File: src/rtl/spi_slave_peripheral.sv
// SPI target (slave) with an MMIO register file: CONTROL, TX_DATA, RX_DATA, STATUS.
// Latency: a pin edge takes effect 3 clk later and MISO follows 1 clk after the detected shift edge.
// Backpressure: none on SPI; TX underrun and RX overrun are reported through sticky STATUS flags.
module spi_slave_peripheral #(
   parameter bit         CPOL       = 1'b0,
   parameter bit         CPHA       = 1'b0,
   parameter logic [7:0] DEFAULT_TX = 8'hFF
) (
   input  logic        clk,
   input  logic        rst,
   input  logic        spi_sck,
   input  logic        spi_cs_n,
   input  logic        spi_mosi,
   output logic        spi_miso,
   output logic        spi_miso_oe,
   input  logic [7:0]  mem_addr,
   input  logic [3:0]  mem_wr_en,
   input  logic [31:0] mem_wr_data,
   input  logic        mem_rd_en,
   output logic [31:0] mem_rd_data,
   output logic        irq
);

   typedef enum logic [1:0] {
      ST_DISABLED,
      ST_IDLE,
      ST_ACTIVE
   } state_t;

   // [0],[1] form the synchroniser, [2] is the history flop for edge detection
   logic [2:0] sck_sync;
   logic [2:0] cs_sync;
   logic [1:0] mosi_sync;

   state_t     state;
   logic       frame_active;
   logic       enable;
   logic       irq_en;
   logic [7:0] tx_hold;
   logic       tx_full;
   logic [7:0] tx_shift;
   logic [7:0] rx_shift;
   logic [7:0] rx_data;
   logic       rx_valid;
   logic       rx_overrun;
   logic       frame_abort;
   logic       tx_underrun;
   logic [2:0] bit_cnt;

   logic       sck_edge;
   logic       lead_edge;
   logic       trail_edge;
   logic       cs_fall;
   logic       cs_rise;
   logic       in_frame;
   logic       sample_evt;
   logic       shift_evt;
   logic       frame_start;
   logic       load_evt;
   logic       byte_done;
   logic [7:0] rx_byte;
   logic       wr_ctl;
   logic       wr_tx;
   logic       pop;
   logic       clear_flags;
   logic       unused_bits;

   assign unused_bits = ^{mem_wr_en[3:1], mem_wr_data[31:8]};

   // Bring the asynchronous SPI pins into the clk domain
   always_ff @(posedge clk) begin
      if (!rst) begin
         sck_sync  <= {3{CPOL}};
         cs_sync   <= 3'b111;
         mosi_sync <= 2'b00;
      end else begin
         sck_sync  <= {sck_sync[1:0], spi_sck};
         cs_sync   <= {cs_sync[1:0], spi_cs_n};
         mosi_sync <= {mosi_sync[0], spi_mosi};
      end
   end

   // Decode pin edges and bus accesses into single-cycle events
   always_comb begin
      sck_edge    = sck_sync[1] ^ sck_sync[2];
      lead_edge   = sck_edge & (sck_sync[2] == CPOL);
      trail_edge  = sck_edge & (sck_sync[2] != CPOL);
      cs_fall     = cs_sync[2] & ~cs_sync[1];
      cs_rise     = ~cs_sync[2] & cs_sync[1];
      // a CS rise ends the frame even if an SCK edge lands in the same cycle
      in_frame    = (state == ST_ACTIVE) & enable & ~cs_rise;
      sample_evt  = in_frame & (CPHA ? trail_edge : lead_edge);
      shift_evt   = in_frame & (CPHA ? lead_edge : trail_edge);
      frame_start = (state == ST_IDLE) & enable & cs_fall;
      // bit_cnt==0 on a shift edge means either the first leading edge (CPHA=1)
      // or the trailing edge right after a completed byte (CPHA=0)
      load_evt    = (frame_start & ~CPHA) | (shift_evt & (bit_cnt == 3'd0));
      byte_done   = sample_evt & (bit_cnt == 3'd7);
      rx_byte     = {rx_shift[6:0], mosi_sync[1]};
      wr_ctl      = mem_wr_en[0] & (mem_addr == 8'h00);
      wr_tx       = mem_wr_en[0] & (mem_addr == 8'h01);
      pop         = mem_rd_en & (mem_addr == 8'h02);
      clear_flags = wr_ctl & mem_wr_data[2];
   end

   // Frame FSM, shifters and register file; later assignments win so flag sets beat clears
   always_ff @(posedge clk) begin
      if (!rst) begin
         state        <= ST_DISABLED;
         frame_active <= 1'b0;
         enable       <= 1'b0;
         irq_en       <= 1'b0;
         tx_hold      <= 8'h00;
         tx_full      <= 1'b0;
         tx_shift     <= 8'h00;
         rx_shift     <= 8'h00;
         rx_data      <= 8'h00;
         rx_valid     <= 1'b0;
         rx_overrun   <= 1'b0;
         frame_abort  <= 1'b0;
         tx_underrun  <= 1'b0;
         bit_cnt      <= 3'd0;
      end else begin
         if (wr_ctl) begin
            enable <= mem_wr_data[0];
            irq_en <= mem_wr_data[1];
         end
         if (clear_flags) begin
            rx_overrun  <= 1'b0;
            frame_abort <= 1'b0;
            tx_underrun <= 1'b0;
         end
         if (pop) begin
            rx_valid <= 1'b0;
         end

         // the load sees tx_hold/tx_full as they were before any same-cycle write
         if (load_evt) begin
            if (tx_full) begin
               tx_shift <= tx_hold;
               tx_full  <= 1'b0;
            end else begin
               tx_shift    <= DEFAULT_TX;
               tx_underrun <= 1'b1;
            end
         end else if (shift_evt) begin
            tx_shift <= {tx_shift[6:0], 1'b0};
         end
         if (wr_tx) begin
            tx_hold <= mem_wr_data[7:0];
            tx_full <= 1'b1;
         end

         if (sample_evt) begin
            rx_shift <= rx_byte;
            bit_cnt  <= bit_cnt + 3'd1;
         end
         if (byte_done) begin
            rx_data  <= rx_byte;
            rx_valid <= 1'b1;
            if (rx_valid && !pop) begin
               rx_overrun <= 1'b1;
            end
         end

         case (state)
            ST_DISABLED: begin
               // never join a frame already in progress
               if (enable && cs_sync[1]) begin
                  state <= ST_IDLE;
               end
            end
            ST_IDLE: begin
               if (frame_start) begin
                  state        <= ST_ACTIVE;
                  frame_active <= 1'b1;
                  bit_cnt      <= 3'd0;
               end
            end
            ST_ACTIVE: begin
               if (cs_rise) begin
                  state        <= ST_IDLE;
                  frame_active <= 1'b0;
                  bit_cnt      <= 3'd0;
                  if (bit_cnt != 3'd0) begin
                     frame_abort <= 1'b1;
                  end
               end
            end
            default: begin
               state <= ST_DISABLED;
            end
         endcase

         // disabling aborts silently from any state
         if (!enable) begin
            state        <= ST_DISABLED;
            frame_active <= 1'b0;
            bit_cnt      <= 3'd0;
         end
      end
   end

   // Read mux; forced to zero while reset is asserted
   always_comb begin
      mem_rd_data = 32'h0;
      if (rst) begin
         case (mem_addr)
            8'h00:   mem_rd_data = {30'h0, irq_en, enable};
            8'h02:   mem_rd_data = {24'h0, rx_data};
            8'h03:   mem_rd_data = {26'h0, tx_underrun, frame_abort, rx_overrun,
                                    frame_active, tx_full, rx_valid};
            default: mem_rd_data = 32'h0;
         endcase
      end
   end

   assign spi_miso    = tx_shift[7];
   assign spi_miso_oe = frame_active;
   assign irq         = rx_valid & irq_en;

endmodule

File: config.mk
export PLATFORM = sky130hd
export DESIGN_NAME = spi_slave_peripheral
export DESIGN_NICKNAME = d
export VERILOG_FILES = /design/src/rtl/spi_slave_peripheral.sv
export SDC_FILE = /design/constraint.sdc
export NUM_CORES = 1
export LEC_CHECK = 0
export CORE_UTILIZATION = 46
export CTS_CLUSTER_SIZE = 20
export DETAILED_ROUTE_END_ITERATION = 8
export GPL_TIMING_DRIVEN = 0
export PLACE_DENSITY = 0.82
export SETUP_SLACK_MARGIN = 0.15
export SLEW_MARGIN = 15
export SYNTH_ARGS = -nofsm -noshare
export SYNTH_HDL_FRONTEND = slang
export SYNTH_SLANG_ARGS = --single-unit
File: constraint.sdc
create_clock -name clk -period 2.2 [get_ports clk]
set_input_delay 0.22 -clock clk [delete_from_list [all_inputs] [get_ports clk]]
set_output_delay 0.22 -clock clk [all_outputs]
set_load 0.01 [all_outputs]
==> results_dict.tcl, run 1 <==
set metrics [dict create \
    status "finished, final reports clean" \
    antennaDiodeCount 0 \
    grt_max_degree 15 \
    timing.critical_path.arrival_ns 1.75 \
    rows 27 \
    rsz0062_at_grt "yes" \
    viasPerCell 5.08 \
    final_nets 409 \
    post_layout_nonfiller_instances 424 \
    share_of_yosys_cell_area_claimed_by_the_top_area_cell_type_pct 39.4 \
    pre_cts_slack_ns -0.401 \
    synth.cell_area_um2 2640 \
    antenna_violations_before_repair 0 \
    cap_violations 0 \
    fillCellCount 491 \
    clock_sinks 52 \
    min-delay-path-class "reg2reg" \
    firstDrtPassIters 4 \
    die_area_um2 6050 \
    post-route-drc-count 0 \
    setup_tns_ns 0 \
    post_drt_wl_per_cell_um 13.7 \
    worst-path-max-fanout 3 \
    worst_ir_drop_vdd_v 0.000374 \
    gr-total-overflow 0 \
    final_critical_path_setup_slack_ns 0.232 \
    initial_core_util_pct 47.9 \
    fin_skew_ns 0.0111 \
    ff2ff_path_depth 7 \
    place.detailed.hpwl_um 4110 \
    num_vias 2155 \
    tritoncts.num_buffers 5 \
    post-place-cells 413 \
    cellLeakagePower_uw 0.00134 \
    number_of_nets_with_antenna_violations_after_detailed_routing 0 \
    synth_common_cells "dfxtp_1 (52), mux2i_1 (31), buf_4 (24)" \
    final_max_slew_viol_count 0 \
    cp.required_ns 1.98 \
    fmaxAchievable_mhz 508 \
    cts-root-buf "clkbuf_8" \
    timing_hold_violations_final 0 \
    power_density_nw_per_um2 501 \
    cts.clk_slew.worst_paths_ns 0.09 \
    htree_levels 2 \
    vias_in_the_first_global_route 2125 \
    ys.warnings.count 0 \
    synth_cells 286 \
    drt_wl_total_um 5790 \
    placeableCoreArea_um2 5510 \
    timing_worst_setup_path_type "in2out" \
    ys_ff_latch 52 \
    synth-seq-area-share_pct 39.4 \
    synth_flop_cell "dfxtp_1" \
    port_buffers 32 \
    violation_count_after_the_first_detailed_routing_iteration 145 \
    post-route-cell-area_um2 3320 \
    layout-drive-gt1-share_pct 18.5 \
    multi_input_comb_area_um2 1470 \
    tritoncts "done" \
    global_route_wire_length_before_repair_um 9640 \
    synth_enable_flop_cells 0 \
    area.growth.synth_to_final_pct 25.8 \
    slew_at_the_pin_with_the_worst_max_slew_slack_ns 0.541 \
    yosys.area.top_type "dfxtp_1" \
    global_route.usage.total_pct 20.1 \
    post-route-period-util_pct 89.4 \
    syn_area_per_cell_um2 9.23 \
    area_after_detailed_placement_um2 3140 \
    min_delay_path_depth 1 \
    io-pin-count 85 \
    report.final.setup_viol 0 \
    final.min_clock_period_ns 1.97 \
    post-synth-top-count-cell "dfxtp_1" \
    synth_cell_type_count 47 \
    globalplace.congestion 0.815 \
    dieHeight_um 77.8 \
    ctsLongestPathBuffers 2 \
    die_width_um 77.8 \
    synthArstFlopShare_pct 0 \
    timing.max_slew.rel_slack_pct 63.9 \
    worstSkewPairLatency_ns 0.31 \
    sequential_cell_area_um2 1040 \
    setup.worst_path.end_class "output pin" \
    timing.critical_path.from_type "input port" \
    post_synth_main_area_contributors "dfxtp_1 (39%), mux2i_1 (12%), buf_4 (6.8%), nor2b_1 (4.0%), ha_1 (3.8%)" \
]
flip-flops by register name, indices dropped and copies added (netlist names):
| name | cells |
|---|---|
| bit_cnt | 3 |
| mosi_sync | 2 |
| rx_overrun | 1 |
| rx_data | 8 |
| cs_sync | 3 |
| tx_full | 1 |
| enable | 1 |
| tx_underrun | 1 |
| state | 2 |
| sck_sync | 3 |
| tx_hold | 8 |
| frame_abort | 1 |
| irq_en | 1 |
| tx_shift | 8 |
| rx_valid | 1 |
| spi_miso_oe | 1 |
| rx_shift | 7 |
power by group:
| group | total (µW) | internal, µW | switching (µW) |
|---|---|---|---|
| registers | 951 | 947 | 4.18 |
| clock network | 557 | 257 | 300 |
| logic | 156 | 84.0 | 72.4 |
routing by layer:
metal	global-route usage, %	part of all wire (%)
met5	0	0
met4	9.43	2.3
met3	4.35	6.1
met2	35.1	49
met1	23.2	43
kinds of logic after synthesis:
group | synth area share, %
AND/OR/NAND/NOR | 23.2
flip-flops | 39.4
buffers and inverters | 10.7
AO/OA/AOI/OAI | 10.7
multiplexers | 11.8
adder cells (fa/ha/maj) | 3.79
other | 0.142
XOR/XNOR | 0.332
layout by cell type (no fill, tap or decap), types with 3 or more instances in the layout:
master,instances
ha_1,8
nand2b_1,6
nor2_1,12
a21oi_1,3
or3_1,9
buf_2,8
buf_6,6
clkbuf_2,3
o311ai_0,7
clkdlybuf4s50_1,20
inv_1,5
nand3_1,14
nor2b_1,17
nor2_4,5
a21boi_0,8
clkbuf_8,6
nand2_1,22
dfxtp_1,52
buf_4,26
o21ai_0,3
conb_1,24
mux2i_1,31
and2_1,7
clkbuf_1,11
a31oi_1,3
what timing repair did:
item | CTS | global route
hold endpoints to repair | 0 | 0
buffers inserted | 4 | 0
endpoints found under the setup margin | 9 | 16
cloned | 0 | 0
pin swaps | 8 | 5
hold buffers | 0 | 0
resized for setup | 50 | 14
stage by stage:
step / hold WS (ns) / total power (µW) / util, %
after floorplan: 0.321 / 1070 / -
after global placement: 0.398 / 1120 / 57.0
after detailed placement: 0.410 / 1120 / 57.0
after CTS: 0.420 / 1670 / 59.6
after global routing: 0.444 / 1720 / 60.3
final: 0.427 / 1660 / 60.3
layout make-up:
class	instances	area share [%]
Tap cell	72	2.71
Multi-Input combinational cell	209	44.2
Clock buffer	8	2.71
Sequential cell	52	31.3
Timing Repair Buffer	36	10.4
Buffer	41	7.95
Inverter	6	0.678
worst paths after layout:
check | slack [ns] | start | end
worst max-delay path | 0.23 | mem_addr[3] | mem_rd_data[2]
worst min-delay path | 0.43 | cs_sync[0] | cs_sync[1]
worst max register to register | 0.25 | state[0] | tx_full
worst min register to register | 0.43 | cs_sync[0] | cs_sync[1]
critical path, stage by stage:
cell and delay (ns):
dlygate4sd2_1 0.23, or4_4 0.53, buf_8 0.15, nor2_4 0.15, nand3_4 0.10, buf_6 0.17, nor2_4 0.10, buf_6 0.10
(Power assumes the default switching activity.)
==> inputs of run 2 (changes only) <==
--- a/config.mk
+++ b/config.mk
@@ -8,8 +8,7 @@
 export CORE_UTILIZATION = 46
 export CTS_CLUSTER_SIZE = 20
 export DETAILED_ROUTE_END_ITERATION = 8
-export GPL_TIMING_DRIVEN = 0
-export PLACE_DENSITY = 0.82
+export PLACE_DENSITY = 0.84
 export SETUP_SLACK_MARGIN = 0.15
 export SLEW_MARGIN = 15
 export SYNTH_ARGS = -nofsm -noshare
==> run 2 against run 1 <==
Net effect: clock-buffer cell count down 3; global-route usage down 1.4 points; wire length down 5.5%; non-clock buffer count down 30; sequential share of layout area up 1.9 points; via count down 4.0%; fmax down 2.9%; first-iteration DRC count down 11%; sequential power about the same; largest cell class unchanged; largest power group unchanged.
==> results_dict.tcl, run 2 (same netlist as run 1, synthesis figures left out) <==
set metrics [dict create \
    status "finished, final reports clean" \
    placeableCoreArea_um2 5510 \
    cap_violations 0 \
    violation_count_after_the_first_detailed_routing_iteration 129 \
    area.growth.synth_to_final_pct 18.7 \
    layout.cells.most_common "dfxtp_1" \
    power_density_nw_per_um2 527 \
    ctsLongestPathBuffers 2 \
    rows 27 \
    grt_max_degree 57 \
    timing_hold_violations_final 0 \
    vias_in_the_first_global_route 1946 \
    viasPerCell 5.25 \
    number_of_nets_with_antenna_violations_after_detailed_routing 0 \
    gr-total-overflow 0 \
    antennaDiodeCount 0 \
    largest_stage_delay_on_the_critical_path_ns 0.55 \
    post-route-drc-count 0 \
    layout-drive-gt1-share_pct 15.2 \
    cts.clk_slew.worst_paths_ns 0.10 \
    whs_ns 0.429 \
    tritoncts.num_buffers 5 \
    place.detailed.hpwl_um 3720 \
    min-delay-path-class "reg2reg" \
    most_used_cells_in_the_layout_excluding_fill_and_tap_cells "dfxtp_1 (51), mux2i_1 (31), conb_1 (24)" \
    post-place-cells 385 \
    num_vias 2069 \
    final_max_slew_viol_count 0 \
    timing_worst_setup_path_type "in2out" \
    htree_levels 2 \
    firstDrtPassIters 4 \
    clock_sinks 52 \
    fmaxAchievable_mhz 494 \
    globalplace.congestion 0.815 \
    cp.required_ns 1.98 \
    fin_skew_ns 0.0103 \
    die_width_um 77.8 \
    post_drt_wl_per_cell_um 13.9 \
    cellLeakagePower_uw 0.00121 \
    port_buffers 33 \
    report.final.setup_viol 0 \
    final.min_clock_period_ns 2.03 \
    worst_path_max_delay_cell "or4_4" \
    worst_ir_drop_vdd_v 0.000321 \
    post_layout_nonfiller_instances 394 \
    final_nets 379 \
    worst-path-max-fanout 4 \
    dieHeight_um 77.8 \
    critical_path.cell_chain "clkdlybuf4s50_1 -> or4_4 -> nor2_4 -> nand3_4 -> nor2_2 -> clkdlybuf4s15_2" \
    cts-root-buf "clkbuf_8" \
    largest_registers "rx_data x8, tx_hold x8, tx_shift x8" \
    antenna_violations_before_repair 0 \
    io-pin-count 85 \
    initial_core_util_pct 47.9 \
    cts_hold_buf 0 \
    timing.critical_path.from_type "input port" \
    setup.worst_path.end_class "output pin" \
    die_area_um2 6050 \
    drt_wl_total_um 5480 \
    rsz0062_at_grt "yes" \
    global_route.usage.total_pct 18.7 \
    global_route_wire_length_before_repair_um 8910 \
    worstSkewPairLatency_ns 0.32 \
    tritoncts "done" \
    worst-r2r-setup-slack_ns 0.28 \
    fillCellCount 491 \
    post-route-period-util_pct 92.1 \
    timing.critical_path.arrival_ns 1.81 \
]
run 2: cell count changes in the layout (fill, tap and decap cells not counted), moves of 2 or more:
cell	change
clkbuf_2	-2
clkdlybuf4s50_1	+3
dlygate4sd2_1	-2
inv_6	+2
nor2_2	+5
buf_4	-13
clkdlybuf4s15_2	+2
clkbuf_1	-11
buf_2	-3
nor2_4	-4
buf_6	-6
run 2: power by group:
part / total [µW] / internal (µW) / leakage [µW] / switching (µW)
Sequential: 950 / 947 / 0.000421 / 3.23
Clock: 577 / 235 / 0.0000491 / 342
Combinational: 126 / 61.6 / 0.000739 / 64.1
Total: 1650 / 1240 / 0.00121 / 409
run 2: per-layer routing:
| metal | global-route usage [%] | part of all wire [%] |
|---|---|---|
| met1 | 23.3 | 44 |
| met5 | 0 | 0 |
| met4 | 6.60 | 1.3 |
| met2 | 31.5 | 49 |
| met3 | 4.24 | 5.4 |
run 2: worst paths after layout:
check,startpoint,to,depth (start not counted)
max reg2reg,state[0],state[0],7
min reg2reg,cs_sync[0],cs_sync[1],1
min,cs_sync[0],cs_sync[1],1
max,mem_addr[5],mem_rd_data[2],6
run 2: what timing repair did:
action	CTS	global route
hold endpoints to repair	0	0
setup buffers	1	0
pin swaps	5	8
gates resized for setup	30	17
setup endpoints to repair	8	17
run 2: final cells by class:
cell class / instances / area (µm²) / area share, %
Multi-Input combinational cell: 209 / 1460 / 46.5
Sequential cell: 52 / 1040 / 33.3
Timing Repair Buffer: 47 / 425 / 13.6
Tap cell: 72 / 90.1 / 2.88
Clock buffer: 5 / 68.8 / 2.20
Clock inverter: 3 / 26.3 / 0.839
Inverter: 6 / 22.5 / 0.719
run 2: per-stage QoR:
step	utilization, %	TNS, ns	power, µW	setup slack (ns)	area [µm²]
2_1_floorplan	-	0	1070	0.502	2730
3_3_place_gp	54.4	-1.76	1090	-0.244	3000
3_5_place_dp	54.4	-1.92	1090	-0.278	3000
4_1_cts	56.8	0	1660	0.128	3130
5_1_grt	56.9	0	1710	0.116	3130
6_report	56.9	0	1650	0.174	3130
run 2: worst max-delay path: cells and delay by family:
family / cells / cell delay (ns)
buffers and inverters: 2 / 0.63
and+or+nand+nor: 4 / 0.96
==> inputs of run 3 (changes only) <==
--- a/config.mk
+++ b/config.mk
@@ -5,10 +5,11 @@
 export SDC_FILE = /design/constraint.sdc
 export NUM_CORES = 1
 export LEC_CHECK = 0
-export CORE_UTILIZATION = 46
+export CORE_UTILIZATION = 51
 export CTS_CLUSTER_SIZE = 20
 export DETAILED_ROUTE_END_ITERATION = 8
-export PLACE_DENSITY = 0.84
+export DONT_BUFFER_PORTS = 1
+export PLACE_DENSITY = 0.7
 export SETUP_SLACK_MARGIN = 0.15
 export SLEW_MARGIN = 15
 export SYNTH_ARGS = -nofsm -noshare
==> run 3 against run 2 <==
Net effect: global-route usage up 0.44 points; critical path depth stayed put; clock skew rose by 0.0019 ns; design area down 12%; sequential power hardly changed.
==> results_dict.tcl, run 3 (same netlist as run 1, synthesis figures left out) <==
set metrics [dict create \
    power_density_nw_per_um2 627 \
    post-route-cell-area_um2 2740 \
    largest_registers "rx_data x8, tx_hold x8, tx_shift x8" \
    die_area_um2 5470 \
    viasPerCell 5.39 \
    post-route-period-util_pct 84.3 \
    area.growth.synth_to_final_pct 3.84 \
    final_critical_path_setup_slack_ns 0.346 \
    timing.critical_path.from_type "register" \
    fmaxAchievable_mhz 539 \
    globalplace.congestion 0.744 \
    place.detailed.hpwl_um 3400 \
    area_after_detailed_placement_um2 2590 \
    ctsLongestPathBuffers 2 \
    hp-start "spi_sck" \
    rsz0062_at_grt "no" \
    worst_path_max_delay_cell "dfxtp_1" \
    timing.max_slew.rel_slack_pct 66.1 \
    final.min_clock_period_ns 1.85 \
    final_max_slew_viol_count 0 \
    timing.rr.end "state[0]" \
    cts.clk_slew.worst_paths_ns 0.10 \
    worst-r2r-setup-slack_ns 0.35 \
    timing_hold_violations_final 0 \
    firstDrtPassIters 4 \
    r2r-start "state[0]" \
    min-delay-path-class "in2reg" \
    final_nets 339 \
    htree_levels 2 \
    placeableCoreArea_um2 4850 \
    rows 25 \
    setup.worst_path.end_class "register" \
    status "finished, final reports clean" \
    port_buffers 0 \
    antennaDiodeCount 0 \
    cts-root-buf "clkbuf_8" \
    global_route.usage.total_pct 19.1 \
    setup_tns_ns 0 \
    worstSkewPairLatency_ns 0.31 \
    critical_path.cell_chain "inv_1 -> ha_1 -> nor4bb_2 -> o31ai_1 -> or3_1 -> a21oi_1" \
    most_used_cells_in_the_layout_excluding_fill_and_tap_cells "dfxtp_1 (52), mux2i_1 (31), conb_1 (24)" \
    die_width_um 74.0 \
    layout-drive-gt1-share_pct 7.45 \
    vias_in_the_first_global_route 1599 \
    cp.required_ns 2.45 \
    global_route_wire_length_before_repair_um 7820 \
    slew_at_the_pin_with_the_worst_max_slew_slack_ns 0.507 \
    violation_count_after_the_first_detailed_routing_iteration 110 \
    timing.critical_path.arrival_ns 2.10 \
    gr-total-overflow 0 \
    ff2ff_path_depth 6 \
    antenna_violations_before_repair 0 \
    post_layout_nonfiller_instances 349 \
    pre_cts_slack_ns 0.295 \
    number_of_nets_with_antenna_violations_after_detailed_routing 0 \
    dieHeight_um 74.0 \
    worst_ir_drop_vdd_v 0.000348 \
    num_vias 1882 \
    drt_wl_total_um 4920 \
    min_delay_worst_endpoint "sck_sync[0]" \
    cap_violations 0 \
    tritoncts "done" \
    min_delay_path_depth 1 \
    initial_core_util_pct 54.5 \
    clock_sinks 52 \
    worst-path-max-fanout 6 \
    fin_skew_ns 0.0122 \
    grt_max_degree 61 \
    tritoncts.num_buffers 5 \
    post-place-cells 339 \
    post_drt_wl_per_cell_um 14.1 \
    largest_stage_delay_on_the_critical_path_ns 0.41 \
    timing_worst_setup_path_type "reg2reg" \
    post-route-drc-count 0 \
    io-pin-count 85 \
    report.final.setup_viol 0 \
    cellLeakagePower_uw 0.00103 \
    layout.cells.most_common "dfxtp_1" \
    final_core_utilization_pct 56.5 \
]
-- run 3: changes by cell type in the layout (fill, tap and decap cells not counted), moves of 5 or more --
| cell | previous run | this run |
|---|---|---|
| buf_4 | 13 | 5 |
| clkdlybuf4s50_1 | 23 | 0 |
| nor2_2 | 6 | 0 |
| buf_2 | 5 | 0 |
| nor2_1 | 11 | 18 |
-- run 3: worst max path at each step --
stage / from / to / slack (ns) / cells past startpoint
finish: state[0] / state[0] / 0.35 / 6
global route: state[0] / state[0] / 0.17 / 6
CTS: state[0] / state[0] / 0.28 / 6
detailed placement: state[0] / state[0] / 0.29 / 6
global placement: state[0] / state[0] / 0.39 / 6
floorplan: state[0] / state[0] / 0.50 / 6
-- run 3: critical path, delay by kind of cell, from the launching register on --
| family | cells | cell delay [ns] |
|---|---|---|
| buffers and inverters | 1 | 0.08 |
| adder cells (fa/ha/maj) | 1 | 0.28 |
| AND/OR/NAND/NOR | 2 | 0.72 |
| flip-flops | 1 | 0.41 |
| AO/OA/AOI/OAI | 2 | 0.30 |
-- run 3: routing by layer --
layer	vias to the layer above	part of all wire [%]	GRT usage, %
li1	930	-	-
met3	7	7.4	5.83
met5	-	0	0
met4	0	1.5	6.84
met2	66	43	27.6
met1	879	48	27.0
-- run 3: area by class of cell --
type                    instances  area, µm²
fillers                       449       2110
multi-input cells             209       1410
flip-flops and latches         52       1040
clock buffers                   7       96.3
well taps                      67       83.8
repair buffers                  7       57.6
clock inverters                 1       30.0
inverters                       6       22.5
-- run 3: stage by stage --
stage / power [µW] / hold slack [ns]
after detailed placement: 1020 / 0.303
after CTS: 1730 / 0.00113
after global placement: 1020 / 0.301
final: 1720 / 0.0309
after global routing: 1780 / 0.0233
after floorplan: 1070 / 0.321
-- run 3: where the power goes --
part           total (µW)  switching [µW]  internal (µW)
Sequential            951            4.27            947
Combinational        53.5            30.6           23.0
Clock                 713             312            402
Total                1720             347           1370
-- run 3: repair_timing --
item,CTS,global route
resized for setup,0,1
endpoints found under the setup margin,0,1
setup buffers,0,0
hold endpoints to repair,3,1
hold buffers,1,1
